`src/rtl/alu_pkg.sv`:
```
// Shared ALU definitions: opcode encodings used by the ALU control decoder
// and the EX-stage ALU, the datapath width and the EX-stage FSM states.
package alu_pkg;

   localparam int XLEN = 32;

   localparam logic [3:0] ALU_ADD  = 4'b0000;
   localparam logic [3:0] ALU_SUB  = 4'b0001;
   localparam logic [3:0] ALU_SLL  = 4'b0010;
   localparam logic [3:0] ALU_SLT  = 4'b0011;
   localparam logic [3:0] ALU_SLTU = 4'b0100;
   localparam logic [3:0] ALU_XOR  = 4'b0101;
   localparam logic [3:0] ALU_SRL  = 4'b0110;
   localparam logic [3:0] ALU_SRA  = 4'b0111;
   localparam logic [3:0] ALU_OR   = 4'b1000;
   localparam logic [3:0] ALU_AND  = 4'b1001;
   localparam logic [3:0] ALU_PASS = 4'b1010;

   typedef enum logic {
      IDLE  = 1'b0,
      SHIFT = 1'b1
   } alu_state_e;

   // True for the three shift opcodes.
   function automatic logic is_shift_op(input logic [3:0] op);
      return (op == ALU_SLL) || (op == ALU_SRL) || (op == ALU_SRA);
   endfunction

endpackage

```
`src/rtl/serial_shifter.sv`:
```
// One-bit-per-step shifter: latches the operand, opcode and amount, then
// moves the data one position per step while counting the amount down.
module serial_shifter
   import alu_pkg::*;
#(
   parameter int W = 32
) (
   input  logic         clk,
   input  logic         rst_n,
   input  logic         load_i,
   input  logic         step_i,
   input  logic         clear_i,
   input  logic [3:0]   op_i,
   input  logic [W-1:0] data_i,
   input  logic [4:0]   amt_i,
   output logic [W-1:0] step_data_o,
   output logic [4:0]   count_o
);

   logic [W-1:0] data_q;
   logic [3:0]   op_q;
   logic [4:0]   count_q;
   logic [4:0]   count_d;

   // Value the data register takes after one more step; also the final
   // result when the count is about to reach zero.
   always_comb begin
      step_data_o = {1'b0, data_q[W-1:1]};
      case (op_q)
         ALU_SLL: step_data_o = {data_q[W-2:0], 1'b0};
         ALU_SRA: step_data_o = {data_q[W-1], data_q[W-1:1]};
         default: step_data_o = {1'b0, data_q[W-1:1]};
      endcase
   end

   // Remaining-step counter: flush clears, load sets, each step decrements.
   always_comb begin
      count_d = count_q;
      if (clear_i) begin
         count_d = 5'd0;
      end else if (load_i) begin
         count_d = amt_i;
      end else if (step_i) begin
         count_d = count_q - 5'd1;
      end
   end

   // Counter register is control state and is cleared by reset.
   always_ff @(posedge clk or negedge rst_n) begin
      if (!rst_n) begin
         count_q <= 5'd0;
      end else begin
         count_q <= count_d;
      end
   end

   // Shift data and opcode registers; contents are only meaningful while
   // the counter is non-zero, so they need no reset.
   always_ff @(posedge clk) begin
      if (load_i) begin
         data_q <= data_i;
         op_q   <= op_i;
      end else if (step_i) begin
         data_q <= step_data_o;
      end
   end

   assign count_o = count_q;

endmodule

```
`src/rtl/ex_alu_unit.sv`:
```
// EX-stage ALU: single-cycle ops plus shifts that either complete in one
// cycle (barrel) or run one bit per cycle, stalling upstream via busy.
module ex_alu_unit
   import alu_pkg::*;
#(
   parameter int XLEN         = alu_pkg::XLEN,
   parameter bit SERIAL_SHIFT = 1'b1
) (
   input  logic            clk,
   input  logic            rst_n,
   input  logic            in_valid,
   input  logic [3:0]      alu_ctrl,
   input  logic [XLEN-1:0] op_a,
   input  logic [XLEN-1:0] op_b,
   input  logic            mem_stall,
   input  logic            flush,
   output logic            busy,
   output logic            out_valid,
   output logic [XLEN-1:0] result,
   output logic            zero
);

   alu_state_e      state_q, state_d;
   logic [XLEN-1:0] result_q, result_d;
   logic            zero_q, zero_d;
   logic            out_valid_q, out_valid_d;

   logic [XLEN-1:0] alu_res;
   logic [4:0]      shamt;
   logic            sh_load, sh_step, sh_clear;
   logic [XLEN-1:0] sh_step_data;
   logic [4:0]      sh_count;

   assign shamt = op_b[4:0];

   // Single-cycle ALU result. In serial mode a shift only reaches this path
   // with amount 0, where the answer is op_a unchanged.
   always_comb begin
      alu_res = op_a + op_b;
      case (alu_ctrl)
         ALU_SUB:  alu_res = op_a - op_b;
         ALU_SLL:  alu_res = SERIAL_SHIFT ? op_a : (op_a << shamt);
         ALU_SLT:  alu_res = {{(XLEN-1){1'b0}}, ($signed(op_a) < $signed(op_b))};
         ALU_SLTU: alu_res = {{(XLEN-1){1'b0}}, (op_a < op_b)};
         ALU_XOR:  alu_res = op_a ^ op_b;
         ALU_SRL:  alu_res = SERIAL_SHIFT ? op_a : (op_a >> shamt);
         ALU_SRA:  alu_res = SERIAL_SHIFT ? op_a : ($signed(op_a) >>> shamt);
         ALU_OR:   alu_res = op_a | op_b;
         ALU_AND:  alu_res = op_a & op_b;
         ALU_PASS: alu_res = op_b;
         default:  alu_res = op_a + op_b;
      endcase
   end

   serial_shifter #(
      .W (XLEN)
   ) u_shifter (
      .clk         (clk),
      .rst_n       (rst_n),
      .load_i      (sh_load),
      .step_i      (sh_step),
      .clear_i     (sh_clear),
      .op_i        (alu_ctrl),
      .data_i      (op_a),
      .amt_i       (shamt),
      .step_data_o (sh_step_data),
      .count_o     (sh_count)
   );

   // Next-state and output-register logic. Flush beats stall, stall
   // freezes everything, otherwise IDLE accepts and SHIFT steps.
   always_comb begin
      state_d     = state_q;
      result_d    = result_q;
      zero_d      = zero_q;
      out_valid_d = out_valid_q;
      sh_load     = 1'b0;
      sh_step     = 1'b0;
      sh_clear    = 1'b0;
      if (flush) begin
         state_d     = IDLE;
         out_valid_d = 1'b0;
         sh_clear    = 1'b1;
      end else if (!mem_stall) begin
         case (state_q)
            IDLE: begin
               out_valid_d = 1'b0;
               if (in_valid) begin
                  if (SERIAL_SHIFT && is_shift_op(alu_ctrl) && (shamt != 5'd0)) begin
                     sh_load = 1'b1;
                     state_d = SHIFT;
                  end else begin
                     result_d    = alu_res;
                     zero_d      = (alu_res == '0);
                     out_valid_d = 1'b1;
                  end
               end
            end
            SHIFT: begin
               sh_step     = 1'b1;
               out_valid_d = 1'b0;
               if (sh_count == 5'd1) begin
                  result_d    = sh_step_data;
                  zero_d      = (sh_step_data == '0);
                  out_valid_d = 1'b1;
                  state_d     = IDLE;
               end
            end
            default: state_d = IDLE;
         endcase
      end
   end

   // State and output registers with asynchronous clear.
   always_ff @(posedge clk or negedge rst_n) begin
      if (!rst_n) begin
         state_q     <= IDLE;
         result_q    <= '0;
         zero_q      <= 1'b0;
         out_valid_q <= 1'b0;
      end else begin
         state_q     <= state_d;
         result_q    <= result_d;
         zero_q      <= zero_d;
         out_valid_q <= out_valid_d;
      end
   end

   assign busy      = (state_q == SHIFT);
   assign out_valid = out_valid_q;
   assign result    = result_q;
   assign zero      = zero_q;

endmodule
```
`config.mk`:
```
export PLATFORM = sky130hd
export DESIGN_NAME = ex_alu_unit
export DESIGN_NICKNAME = d
export VERILOG_FILES = /design/src/rtl/alu_pkg.sv /design/src/rtl/serial_shifter.sv /design/src/rtl/ex_alu_unit.sv
export SDC_FILE = /design/constraint.sdc
export NUM_CORES = 1
export LEC_CHECK = 0
export CAP_MARGIN = 25
export CORE_ASPECT_RATIO = 0.6
export CORE_UTILIZATION = 53
export CTS_CLUSTER_DIAMETER = 60
export DETAILED_ROUTE_END_ITERATION = 8
export PLACE_DENSITY = 0.88
export SYNTH_ARGS = -nofsm -noshare
export SYNTH_HDL_FRONTEND = slang
export SYNTH_SLANG_ARGS = --single-unit
```
`constraint.sdc`:
```
create_clock -name clk -period 2.41 [get_ports clk]
set_input_delay 0.482 -clock clk [delete_from_list [all_inputs] [get_ports clk]]
set_output_delay 0.482 -clock clk [all_outputs]
set_load 0.02 [all_outputs]
```
==> results of run 1 <==
Yosys cell counts, types with 5 or more instances:
cell,n
a21oi_1,136
nor3_1,27
o31ai_1,20
a221o_1,11
nor4_1,14
a222oi_1,16
o2111ai_1,5
nor2b_1,26
o21bai_1,5
o211a_1,9
nand2_1,128
a221oi_1,8
nand2b_1,14
o221ai_1,8
o22ai_1,9
buf_2,19
dfrtp_1,40
a22oi_1,6
nand4_1,15
clkbuf_1,56
a211o_1,6
or3_1,5
nor2_1,135
o21a_1,7
o211ai_1,20
a21o_1,12
mux2_2,7
o21ai_0,107
mux2i_1,35
a2111oi_0,7
and2_1,9
a31oi_1,9
nand3_1,19
a211oi_1,20
inv_1,107
xnor2_1,7
edfxtp_1,36
inv_2,5
and3_1,8
o41ai_1,6
ha_1,98
metal layers:
| metal | overflow | track usage |
|---|---|---|
| met1 | 28 | 0.888 |
| met2 | 516 | 1.13 |
| met3 | 43 | 0.827 |
| met4 | 197 | 1.02 |
| met5 | 5 | 0.670 |
cells by family after synthesis:
logic type                 Yosys count  share of synthesized area
AOI/OAI and AO/OA                  488                      0.338
and+or+nand+nor                    430                      0.202
buffers and inverters              197                     0.0789
adders and majority gates          100                      0.125
DFF                                 76                      0.206
muxes                               42                     0.0425
xor gates and xnor gates             8                    0.00694
timing repair:
item                                    4_1_cts
endpoints found under the setup margin      107
buffers inserted                             76
pin swaps                                   123
cloned                                        6
resized for setup                           390
per-stage QoR:
step	setup WS [ns]	setup TNS (ns)	instances
2_1_floorplan	-1.36	-8.91	1341
3_3_place_gp	-2.15	-80.83	2104
3_5_place_dp	-2.46	-93.74	2104
4_1_cts	-1.58	-19.95	2200
==> flow_metrics.py, run 1 <==
metrics = {
    "run_status": {
        "outcome": "stopped before the end",
        "stop_stage": "global routing (5_1_grt)",
        "toolErrorMsg": "[ERROR GRT-0116] Global routing finished with congestion. Check the congestion regions in the DRC Viewer.",
    },
    "global_routing": {
        "grt_usage": 0.948,
        "grt_max_degree": 46,
        "grt_pass1_vias": 21284,
        "gr-total-overflow": 789,
        "grt_pass1_wl_um": 142000,
    },
    "logic_synthesis": {
        "ys_seq_elements": 76,
        "ys_seq_area_frac": 0.206,
        "synthArstFlopShare": 0.526,
        "yosysWarningCount": 0,
        "synth_edf_count": 36,
        "synth_top_cell_by_area": "ha_1",
        "synth_area_leaders": "ha_1 12%, edfxtp_1 11%, dfrtp_1 9.9%",
        "synthCells": 1341,
        "synth_nets": 1514,
        "synth_top_area_share": 0.121,
        "post_synth_instance_area_mm2": 0.0101,
        "ys_types": 98,
        "ys.flop_type": "dfrtp_1",
        "synth.avg_cell_area_um2": 7.53,
    },
    "clock_tree": {
        "ctsHtreeMaxLevel": 3,
        "root_buffer": "clkbuf_16",
        "numCtsBuffers": 9,
        "holdBufCountCts": 0,
        "cts_buffer_depth": 2,
        "cts_sinks": 76,
    },
    "placed_design": {
        "portBuffers": 107,
        "hpwlAfterDp_um": 42000,
        "gp_congestion": 1.22,
        "placed_cell_area_mm2": 0.0154,
    },
    "floorplan": {
        "die_h_um": 109,
        "die_w_um": 180,
        "start_util": 0.550,
        "core.rowCount": 38,
        "io_pins": 108,
    },
}
==> run 2: changes to the inputs <==
--- a/config.mk
+++ b/config.mk
@@ -6,11 +6,9 @@
 export NUM_CORES = 1
 export LEC_CHECK = 0
 export CAP_MARGIN = 25
-export CORE_ASPECT_RATIO = 0.6
-export CORE_UTILIZATION = 53
-export CTS_CLUSTER_DIAMETER = 60
+export CORE_UTILIZATION = 40
 export DETAILED_ROUTE_END_ITERATION = 8
-export PLACE_DENSITY = 0.88
+export PLACE_DENSITY_LB_ADDON = 0.15
 export SYNTH_ARGS = -nofsm -noshare
 export SYNTH_HDL_FRONTEND = slang
 export SYNTH_SLANG_ARGS = --single-unit
==> constraint.sdc (replaced) <==
create_clock -name clk -period 3.15 [get_ports clk]
set_input_delay 0.63 -clock clk [delete_from_list [all_inputs] [get_ports clk]]
set_output_delay 0.63 -clock clk [all_outputs]
set_load 0.02 [all_outputs]
==> flow_metrics.py, run 2 <==
metrics = {
    "run_status": {
        "outcome": "complete, but fails checks",
        "violations": "negative setup slack",
    },
    "sta": {
        "rsz0062_at_grt": "true",
        "slew_headroom": 0.417,
        "setup_tns_ns": -3.51,
        "fmax_mhz": 249,
        "setup_viol": 13,
        "drv_slew": 0,
        "worst_slew_pin_slew_ns": 0.874,
        "skew_ns": 0.00885,
        "setup_ws_ns": -0.861,
        "post-route-period-util": 1.27,
        "post-route-min-period_ns": 4.01,
        "holdWs_ns": 0.417,
        "final_hold_viol_count": 0,
    },
    "global_routing": {
        "grt_usage": 0.373,
        "gr-total-overflow": 0,
        "grt_max_degree": 67,
        "grt_pass1_wl_um": 73500,
        "antenna_found_initial": 1,
        "grt_pass1_vias": 12813,
    },
    "critical_path": {
        "critPathCaptureType": "register",
        "slowest_stage": "or4b_4",
        "required_ns": 3.39,
        "cp_common_cell": "buf_4",
        "worst-path-buf-inv": 3,
        "path_max_fanout": 4,
        "startpoint_type": "input port",
        "worstPathCellList": "clkdlybuf4s15_1 > buf_4 > ha_4 > nor2b_2 > o21ai_2 > a211oi_1 > buf_4 > nor3_2 > a221oi_1 > o221ai_1 > or4_1 > nor4_2 > nand4b_1 > or4b_4 > o31ai_2",
        "crit_type": "in -> reg",
        "cp_top_family": "simple AND/OR/NAND/NOR gates",
        "reg2reg_slack_ns": 0.20,
        "critPathArrivalTime_ns": 4.25,
        "slowest_delay_ns": 0.57,
    },
    "finish": {
        "final_common_cell": "buf_4",
        "drive_gt1_frac": 0.452,
        "stdcell_area_mm2": 0.0172,
        "n_antenna_cell": 0,
        "layout_common_cells": "482 x buf_4, 127 x nor2_1, 121 x nand2_1",
        "syn_to_final_growth_pct": 70.8,
        "instances_no_fill": 2252,
        "utilization": 0.703,
        "layout.nets": 2096,
    },
    "logic_synthesis": {
        "ys_seq_area_frac": 0.206,
        "synth_nets": 1514,
        "synth_top_cell_by_area": "ha_1",
        "synthArstFlopShare": 0.526,
        "yosysMostFrequentCell": "a21oi_1",
        "ys_seq_elements": 76,
        "synthCells": 1341,
        "post_synth_instance_area_mm2": 0.0101,
        "synth_edf_count": 36,
        "ys_types": 98,
        "synth_top_area_share": 0.121,
        "synth.top_cells.by_count": "136 x a21oi_1, 135 x nor2_1, 128 x nand2_1, 107 x inv_1, 107 x o21ai_0",
        "synth.avg_cell_area_um2": 7.53,
        "yosysWarningCount": 0,
        "synth_area_leaders": "ha_1 12%, edfxtp_1 11%, dfrtp_1 9.9%",
        "ys.flop_type": "dfrtp_1",
    },
    "placed_design": {
        "gp_congestion": 1.05,
        "portBuffers": 107,
        "hpwlAfterDp_um": 39300,
        "placed_cell_area_mm2": 0.0150,
        "dp_cells": 2172,
    },
    "clock_tree": {
        "cts_tree": "done",
        "clkTransAtPathRegs_ns": 0.05,
        "root_buffer": "clkbuf_16",
        "cts_sinks": 76,
        "numCtsBuffers": 9,
        "ctsHtreeMaxLevel": 3,
        "holdBufCountCts": 0,
        "cts_buffer_depth": 2,
        "clk_latency_ns": 0.33,
    },
    "detailed_routing": {
        "drc": 0,
        "num_vias": 13229,
        "finalWirelength_um": 49000,
        "ant_nets": 0,
        "viasPerCell": 5.87,
        "drt-initial-drc-count": 1685,
        "dr.pass1.iters": 5,
        "wl_per_cell_um": 21.8,
    },
    "floorplan": {
        "die_h_um": 161,
        "dieArea_mm2": 0.0259,
        "die_w_um": 161,
        "start_util": 0.412,
        "core.rowCount": 57,
        "coreArea_mm2": 0.0245,
        "io_pins": 108,
    },
    "pwr": {
        "p_per_area_mw_per_mm2": 319,
        "p_leak_uw": 0.00762,
        "ir_worst_vdd_mv": 0.469,
    },
    "hold_path": {
        "hold_path.class": "in -> async",
    },
    "run": {
        "cap_violations": 0,
    },
}
-- run 2: cell counts after synthesis --
Identical to the previous run, type by type.
-- run 2: final timing paths --
path	start	endpoint	cells after the start
min in group clk	result[7]$_DFFE_PN0P_	result[7]$_DFFE_PN0P_	2
hold reg to reg	result[7]$_DFFE_PN0P_	result[7]$_DFFE_PN0P_	2
setup reg to reg	u_shifter.count_o[2]$_DFFE_PN0P_	zero$_DFFE_PN0P_	10
setup / recovery	op_a[5]	zero$_DFFE_PN0P_	15
max in group asynchronous	rst_n	result[10]$_DFFE_PN0P_	1
hold / removal	rst_n	result[25]$_DFFE_PN0P_	1
-- run 2: cell type report --
type / instances / area [µm²]
repair buffers: 655 / 5450
fillers: 2050 / 7290
inverters: 113 / 450
well taps: 324 / 405
flip-flops and latches: 76 / 2080
clock buffers: 10 / 229
clock inverters: 6 / 55.1
multi-input cells: 1068 / 8570
-- run 2: through the flow --
stage	setup slack, ns	total power, µW
after global placement	-1.88	3950
after detailed placement	-1.81	3970
after global routing	-0.996	5750
after CTS	-0.797	5310
after floorplan	-0.780	2460
final	-0.861	5500
-- run 2: layer usage --
metal	share of wire	track usage	vias to the layer above
met5	0.00027	0	-
met4	0.049	0.181	2
met3	0.088	0.0579	158
met2	0.43	0.566	693
met1	0.43	0.514	6245
li1	-	-	6131
-- run 2: timing repair --
| item | in CTS | in global routing |
|---|---|---|
| buffers inserted | 55 | 15 |
| cloned | 1 | 0 |
| endpoints found under the setup margin | 28 | 22 |
| pin swaps | 99 | 49 |
| resized for setup | 461 | 93 |
-- run 2: kinds of logic (layout without fill, tap and decap cells) --
family / count (synthesis) / count (layout) / share of synthesized area
fa+ha+maj: 100 / 100 / 0.125
flops: 76 / 76 / 0.206
mux: 42 / 42 / 0.0425
compound gates: 488 / 488 / 0.338
buf+inv: 197 / 784 / 0.0789
xor+xnor: 8 / 8 / 0.00694
simple gates: 430 / 430 / 0.202
-- run 2: worst reg2reg max path: stages, from the launching register on --
cell and delay (ns):
dfrtp_1 0.42, nor3_1 0.26, and3_1 0.27, o221ai_4 0.14, nor3_1 0.22, nand4_1 0.22, nor4_4 0.23, and4_1 0.25
nand4_1 0.10, or4b_4 0.56, o31ai_2 0.18
-- run 2: report_power, final --
part	internal (µW)	switching [µW]	total (µW)	leakage [µW]
registers	1160	65.7	1220	0.000839
clock network	604	369	973	0.000137
logic	1610	1690	3310	0.00664
total	3380	2130	5500	0.00762
No activity file was read; power rests on OpenSTA's default activity.
==> run 3: changes to the inputs <==
--- a/config.mk
+++ b/config.mk
@@ -6,7 +6,7 @@
 export NUM_CORES = 1
 export LEC_CHECK = 0
 export CAP_MARGIN = 25
-export CORE_UTILIZATION = 40
+export CORE_UTILIZATION = 57
 export DETAILED_ROUTE_END_ITERATION = 8
 export PLACE_DENSITY_LB_ADDON = 0.15
 export SYNTH_ARGS = -nofsm -noshare
==> flow_metrics.py, run 3 <==
metrics = {
    "logic_synthesis": {
        "synth_top_area_share": 0.121,
        "synth_area_leaders": "ha_1 12%, edfxtp_1 11%, dfrtp_1 9.9%",
        "ys_types": 98,
        "synth_top_cell_by_area": "ha_1",
        "ys_seq_area_frac": 0.206,
        "synth.avg_cell_area_um2": 7.53,
        "yosysMostFrequentCell": "a21oi_1",
        "ys_seq_elements": 76,
        "synth_nets": 1514,
        "synth_edf_count": 36,
        "ys.flop_type": "dfrtp_1",
        "synthCells": 1341,
        "synth.top_cells.by_count": "136 x a21oi_1, 135 x nor2_1, 128 x nand2_1, 107 x inv_1, 107 x o21ai_0",
        "synthArstFlopShare": 0.526,
        "post_synth_instance_area_mm2": 0.0101,
        "yosysWarningCount": 0,
    },
    "placed_design": {
        "gp_congestion": 1.10,
        "hpwlAfterDp_um": 38500,
        "dp_slack_ns": -1.74,
        "portBuffers": 107,
    },
    "clock_tree": {
        "ctsHtreeMaxLevel": 3,
        "root_buffer": "clkbuf_16",
        "cts_sinks": 76,
        "cts_setup_buffers": 77,
        "holdBufCountCts": 0,
        "cts_resized": 461,
        "numCtsBuffers": 9,
        "cts_buffer_depth": 2,
    },
    "floorplan": {
        "die_h_um": 135,
        "start_util": 0.584,
        "io_pins": 108,
        "die_w_um": 135,
        "core.rowCount": 48,
    },
    "run_status": {
        "outcome": "stopped before the end",
        "stop_stage": "clock tree synthesis (4_1_cts)",
        "toolErrorMsg": "[ERROR DPL-0033] detailed placement checks failed during check placement.",
    },
}
run 3: cell counts after synthesis:
No cell type changed its count.
run 3: logic make-up after synthesis:
kind of cell,count (synthesis),synth area share
AO/OA/AOI/OAI,488,0.338
AND/OR/NAND/NOR,430,0.202
buffers and inverters,197,0.0789
adder cells (fa/ha/maj),100,0.125
flip-flops,76,0.206
multiplexers,42,0.0425
XOR/XNOR,8,0.00694
run 3: through the flow:
| stage | TNS [ns] | utilization | instance area, µm² | cells | hold WS, ns |
|---|---|---|---|---|---|
| after detailed placement | -40.16 | 0.865 | 15000 | 2083 | 0.469 |
| after global placement | -30.17 | 0.864 | 14900 | 2081 | 0.463 |
| after floorplan | -0.884 | - | 10200 | 1341 | 0.334 |
